--- config.mk ---
export PLATFORM = sky130hd
export DESIGN_NAME = clock_sequencer
export DESIGN_NICKNAME = d
export VERILOG_FILES = /design/src/rtl/clock_seq_pkg.sv /design/src/rtl/tick_prescaler.sv /design/src/rtl/clock_sequencer.sv
export SDC_FILE = /design/constraint.sdc
export NUM_CORES = 1
export LEC_CHECK = 0
export ABC_AREA = 1
export CAP_MARGIN = 20
export CELL_PAD_IN_SITES_DETAIL_PLACEMENT = 1
export CELL_PAD_IN_SITES_GLOBAL_PLACEMENT = 1
export CORE_ASPECT_RATIO = 1.1
export CORE_MARGIN = 2
export CORE_UTILIZATION = 40
export DETAILED_ROUTE_END_ITERATION = 7
export GPL_TIMING_DRIVEN = 1
export PLACE_DENSITY_LB_ADDON = 0.1
export SLEW_MARGIN = 20
export SYNTH_ARGS = -nofsm -noshare
export SYNTH_HDL_FRONTEND = slang
export SYNTH_SLANG_ARGS = --single-unit
--- constraint.sdc ---
create_clock -name CLK -period 2.05 [get_ports CLK]
set_input_delay 0.205 -clock CLK [delete_from_list [all_inputs] [get_ports CLK]]
set_output_delay 0.205 -clock CLK [all_outputs]
set_load 0.01 [all_outputs]
--- src/rtl/clock_seq_pkg.sv ---
// Shared state encodings and defaults for the core-clock run-control sequencer.
package clock_seq_pkg;

    localparam int unsigned DIV_W_DEFAULT = 8;

    typedef enum logic [1:0] {
        ST_HOLD = 2'd0,
        ST_RUN  = 2'd1,
        ST_HALT = 2'd2,
        ST_STEP = 2'd3
    } seq_state_e;

endpackage

--- src/rtl/tick_prescaler.sv ---
// Divide-by-(div+1) counter with a pending divider register that is swapped in
// at period boundaries (or immediately while halted), acknowledged by div_ack_o.
module tick_prescaler
    import clock_seq_pkg::*;
#(
    parameter int unsigned DIV_W       = DIV_W_DEFAULT,
    parameter int unsigned DEFAULT_DIV = 0
) (
    input  logic             clk_i,
    input  logic             rst_i,
    input  logic             halt_i,
    input  logic             cnt_clr_i,
    input  logic             div_wr_i,
    input  logic [DIV_W-1:0] div_val_i,
    output logic             tick_c_o,
    output logic             div_ack_o
);

    logic [DIV_W-1:0] cnt_q, cnt_d;
    logic [DIV_W-1:0] div_cur_q, div_cur_d;
    logic [DIV_W-1:0] pend_val_q, pend_val_d;
    logic             pend_vld_q, pend_vld_d;
    logic             div_ack_q, div_ack_d;
    logic             term_c;
    logic             apply_c;

    // Terminal count and tick are decoded from flops only; no tick while halted.
    assign term_c   = (cnt_q == div_cur_q);
    assign tick_c_o = term_c && !halt_i;
    assign apply_c  = pend_vld_q && (term_c || halt_i);

    always_comb begin
        cnt_d      = cnt_q;
        div_cur_d  = div_cur_q;
        pend_val_d = pend_val_q;
        pend_vld_d = pend_vld_q;
        div_ack_d  = 1'b0;

        if (cnt_clr_i || term_c) begin
            cnt_d = '0;
        end else begin
            cnt_d = cnt_q + DIV_W'(1);
        end

        // The older pending value applies first; a same-cycle write stays pending.
        if (apply_c) begin
            div_cur_d  = pend_val_q;
            div_ack_d  = 1'b1;
            pend_vld_d = 1'b0;
        end
        if (div_wr_i) begin
            pend_val_d = div_val_i;
            pend_vld_d = 1'b1;
        end
    end

    always_ff @(posedge clk_i) begin
        if (rst_i) begin
            cnt_q      <= '0;
            div_cur_q  <= DIV_W'(DEFAULT_DIV);
            pend_val_q <= '0;
            pend_vld_q <= 1'b0;
            div_ack_q  <= 1'b0;
        end else begin
            cnt_q      <= cnt_d;
            div_cur_q  <= div_cur_d;
            pend_val_q <= pend_val_d;
            pend_vld_q <= pend_vld_d;
            div_ack_q  <= div_ack_d;
        end
    end

    assign div_ack_o = div_ack_q;

endmodule

--- src/rtl/clock_sequencer.sv ---
// Run-control scheduler: core clock-enable strobe, timed core reset release,
// and halt / single-step / resume sequencing on top of tick_prescaler.
module clock_sequencer
    import clock_seq_pkg::*;
#(
    parameter int unsigned DIV_W       = DIV_W_DEFAULT,
    parameter int unsigned DEFAULT_DIV = 0,
    parameter int unsigned RESET_TICKS = 4
) (
    input  logic             CLK,
    input  logic             RESET,
    input  logic             div_wr,
    input  logic [DIV_W-1:0] div_val,
    output logic             div_ack,
    input  logic             halt_req,
    input  logic             step_req,
    input  logic             resume_req,
    output logic             tick,
    output logic             resetn,
    output logic             halted
);

    localparam int unsigned TCNT_W = $clog2(RESET_TICKS + 1);

    seq_state_e        state_q, state_d;
    logic [TCNT_W-1:0] tick_cnt_q, tick_cnt_d;
    logic              resetn_q, resetn_d;
    logic              halted_q, halted_d;
    logic              tick_c;
    logic              in_halt_c;
    logic              cnt_clr_c;

    // Counter is parked at zero through HALT, including the cycle HALT is entered.
    assign in_halt_c = (state_q == ST_HALT);
    assign cnt_clr_c = in_halt_c || ((state_q == ST_RUN) && halt_req);

    tick_prescaler #(
        .DIV_W       (DIV_W),
        .DEFAULT_DIV (DEFAULT_DIV)
    ) u_prescaler (
        .clk_i     (CLK),
        .rst_i     (RESET),
        .halt_i    (in_halt_c),
        .cnt_clr_i (cnt_clr_c),
        .div_wr_i  (div_wr),
        .div_val_i (div_val),
        .tick_c_o  (tick_c),
        .div_ack_o (div_ack)
    );

    always_comb begin
        state_d    = state_q;
        tick_cnt_d = tick_cnt_q;
        resetn_d   = resetn_q;
        halted_d   = 1'b0;

        unique case (state_q)
            ST_HOLD: begin
                if (tick_c) begin
                    if (tick_cnt_q != TCNT_W'(RESET_TICKS)) begin
                        tick_cnt_d = tick_cnt_q + TCNT_W'(1);
                    end
                    if (tick_cnt_q == TCNT_W'(RESET_TICKS - 1)) begin
                        state_d  = ST_RUN;
                        resetn_d = 1'b1;
                    end
                end
            end
            ST_RUN: begin
                if (halt_req) begin
                    state_d = ST_HALT;
                end
            end
            ST_HALT: begin
                if (resume_req) begin
                    state_d = ST_RUN;
                end else if (step_req) begin
                    state_d = ST_STEP;
                end
            end
            ST_STEP: begin
                if (tick_c) begin
                    state_d = ST_HALT;
                end
            end
            default: begin
                state_d = ST_HOLD;
            end
        endcase

        halted_d = (state_d == ST_HALT);
    end

    always_ff @(posedge CLK) begin
        if (RESET) begin
            state_q    <= ST_HOLD;
            tick_cnt_q <= '0;
            resetn_q   <= 1'b0;
            halted_q   <= 1'b0;
        end else begin
            state_q    <= state_d;
            tick_cnt_q <= tick_cnt_d;
            resetn_q   <= resetn_d;
            halted_q   <= halted_d;
        end
    end

    assign tick   = tick_c;
    assign resetn = resetn_q;
    assign halted = halted_q;

endmodule

==> results.py <==
metrics = {
    "status": {
        "outcome": "finished clean",
    },
    "min_path": {
        "hold_path_end": "resetn",
        "hold_path_class": "reg2reg",
        "hold_depth": 2,
        "hp-start": "resetn",
    },
    "yosys": {
        "netlist_top_cells_area": "dfxtp_1, nand2_1, inv_1, nor2_1, a21oi_1",
        "synth_nets": 254,
        "synth_cell_types": 21,
        "syn-cell-area_um2": 1590,
        "muxShareOfSynthArea_pct": 0,
        "synth-async-reset-ratio_pct": 0,
        "synth_cells": 236,
        "synthXorXnorAreaFrac_pct": 3.86,
        "yosysTopAreaCell": "dfxtp_1",
        "synth_top_family_by_area": "simple AND/OR/NAND/NOR gates",
        "yosysWarningCount": 0,
        "synth_edf_count": 0,
        "synth_ff_type": "dfxtp_1",
        "synth-seq-cells": 33,
        "syn_area_per_cell_um2": 6.73,
        "seq_area_frac_synth_pct": 41.6,
        "synthSimpleGateAreaFrac_pct": 29.7,
        "synth_commonest_cells": "nand2_1, inv_1, dfxtp_1",
        "synth_top_area_share_pct": 41.6,
        "synth-compound-area-share_pct": 9.77,
        "synth_fa_ha_area_share_pct": 3.15,
        "synth.most_common_cell": "nand2_1",
    },
    "power_and_ir_drop": {
        "p_per_area_nw_per_um2": 1530,
        "peakVddDrop_uv": 704,
        "p_leak_nw": 0.851,
    },
    "critical_path": {
        "crit_type": "reg2out",
        "endpoint_kind": "output port",
        "critPathMaxStageDelay_ns": 0.37,
        "cp.required_ns": 1.85,
        "r2r_end": "u_prescaler.cnt_q[3]",
        "critPathBufInv": 2,
        "ff2ff_setup_slack_ns": 0.58,
        "r2r_start": "u_prescaler.cnt_q[4]",
        "cp.arrival_ns": 1.39,
        "crit_chain": "inv_1 -> nand2_1 -> nand3_1 -> nor2_2 -> nand2_2 -> a21oi_1 -> dlymetal6s2s_1",
        "start_kind": "flip-flop",
        "crit_fanout": 3,
        "reg2reg_depth": 11,
        "cp_slowest_cell": "dfxtp_1",
        "crit_family": "simple AND/OR/NAND/NOR gates",
    },
    "finish": {
        "multiInputGateArea_um2": 741,
        "fillCellCount": 524,
        "layout.nets": 272,
        "seqCellArea_um2": 666,
        "area_growth_pct": 18.9,
        "final_layout_size_suffix_gt1_share_pct": 6.69,
        "antenna_cells": 0,
        "final_cell_area_um2": 1890,
    },
    "sta": {
        "finalCritPeriodShare_pct": 78.0,
        "final_max_slew_viol_count": 0,
        "final-setup-viol-count": 0,
        "rsz0062_at_grt": "no",
        "finalHoldViolations": 0,
        "period_needed_ns": 1.60,
        "timing_worst_slew_pin_value_ns": 0.567,
        "totalNegativeSetupSlack_ns": 0,
        "max_freq_mhz": 626,
        "clock_skew_ns": 0.00308,
        "max_slew_margin_pct": 62.2,
    },
    "global_routing": {
        "grt_pass1_vias": 1394,
        "grt_max_degree": 21,
        "overflow": 0,
        "antenna_found_initial": 0,
        "grt_usage_pct": 17.4,
        "grt_first_pass_wirelength_um": 6030,
    },
    "clock_network": {
        "cts_sinks": 33,
        "cts_buffers": 5,
        "root_buffer": "clkbuf_8",
        "insertion_delay_ns": 0.28,
        "clock_path_buffers": 2,
        "ctsHoldBuffers": 0,
        "htree_levels": 2,
        "cts_tree": "built",
        "cts.clk_slew.worst_paths_ns": 0.06,
    },
    "route": {
        "postRouteWirelength_um": 3350,
        "avgViaCountPerCell": 4.65,
        "wl_per_cell_um": 11.0,
        "first_pass_iters": 4,
        "vias": 1423,
        "drcViolationCount": 0,
        "drt-initial-drc-count": 49,
        "postRouteAntennaNets": 0,
    },
    "placement": {
        "place_congestion": 0.784,
        "io_buffers": 17,
        "place_area_um2": 1790,
        "dp_hpwl_um": 2500,
    },
    "die": {
        "start_util_pct": 41.0,
        "die-width_um": 64.1,
        "rows": 24,
        "die_h_um": 70.1,
        "die-area_um2": 4490,
        "core_um2": 3870,
        "ioPinCount": 18,
    },
    "flow_run": {
        "maxCapViolCount": 0,
    },
}
[kinds of logic (layout without fill, tap and decap cells)]
logic type,after synthesis,count (layout)
compound gates,30,30
xor+xnor,7,7
flops,33,33
simple gates,114,114
fa+ha+maj,4,4
buf+inv,48,66
[state kept, by name (all words and copies together), names as in the netlist]
name                    cells
u_prescaler.cnt_q           8
u_prescaler.div_ack_o       1
halted                      1
u_prescaler.div_cur_q       8
u_prescaler.pend_vld_q      1
u_prescaler.pend_val_q      8
resetn                      1
state_q                     2
tick_cnt_q                  3
[worst min-delay path: cells and delay by family, from the launching register on]
family | cells | cell delay [ns]
buffers and inverters | 1 | 0.05
AO/OA/AOI/OAI | 1 | 0.05
flip-flops | 1 | 0.31
[layout by cell type (no fill, tap or decap)]
cell type,instances
a21boi_0,1
dfxtp_1,29
inv_2,1
nand2_2,2
nand3_1,14
a21oi_1,19
clkdlybuf4s50_1,16
inv_1,41
nand2_1,58
o21ai_0,9
nor2_1,31
ha_1,4
xor2_1,5
dlymetal6s2s_1,1
nand4_1,2
clkbuf_1,1
clkbuf_8,6
nor3_1,3
nor2_2,3
dfxtp_2,4
nand2_4,1
xnor2_1,2
o211ai_1,1
[how the worst max path moves through the flow]
stage,start,end,cells past startpoint
CTS,u_prescaler.cnt_q[3],tick,7
detailed placement,u_prescaler.cnt_q[0],tick,7
finish,u_prescaler.div_cur_q[1],tick,7
global route,u_prescaler.cnt_q[4],tick,9
global placement,u_prescaler.cnt_q[2],tick,7
floorplan,u_prescaler.cnt_q[4],u_prescaler.div_cur_q[7],12
[per-stage QoR]
| step | total power [mW] | hold WS (ns) | instances | setup slack [ns] | util [%] |
|---|---|---|---|---|---|
| 2_1_floorplan | 2.10 | 0.274 | 236 | 0.800 | - |
| 3_3_place_gp | 2.42 | 0.440 | 299 | 0.305 | 46.3 |
| 3_5_place_dp | 2.45 | 0.454 | 299 | 0.290 | 46.3 |
| 4_1_cts | 2.96 | 0.464 | 306 | 0.0298 | 48.6 |
| 5_1_grt | 3.24 | 0.482 | 306 | 0.287 | 48.7 |
| 6_report | 2.89 | 0.454 | 306 | 0.451 | 48.7 |
[where the power goes]
part | internal, mW | switching, mW | total (mW)
Clock | 0.266 | 0.217 | 0.482
Combinational | 0.529 | 0.921 | 1.45
Sequential | 0.801 | 0.153 | 0.954
[layout make-up]
type                       count  area share (%)
clock buffer                   7            4.57
inverter                      42            8.35
multi-input combinational    155            39.2
sequential                    33            35.3
tap                           52            3.45
timing repair buffer          17            9.15
[timing repair]
| item | CTS | global route |
|---|---|---|
| setup buffers | 0 | 0 |
| hold endpoints to repair | 0 | 0 |
| setup endpoints to repair | 1 | 1 |
| cloned | 0 | 0 |
| gates resized for setup | 4 | 2 |
[layer usage]
| layer | wire length, um | track usage, % |
|---|---|---|
| met1 | 1570 | 20.6 |
| met2 | 1650 | 29.4 |
| met3 | 88 | 4.83 |
| met4 | 46 | 7.25 |
| met5 | 0 | 0 |
Power figures use the tool's default switching activity.
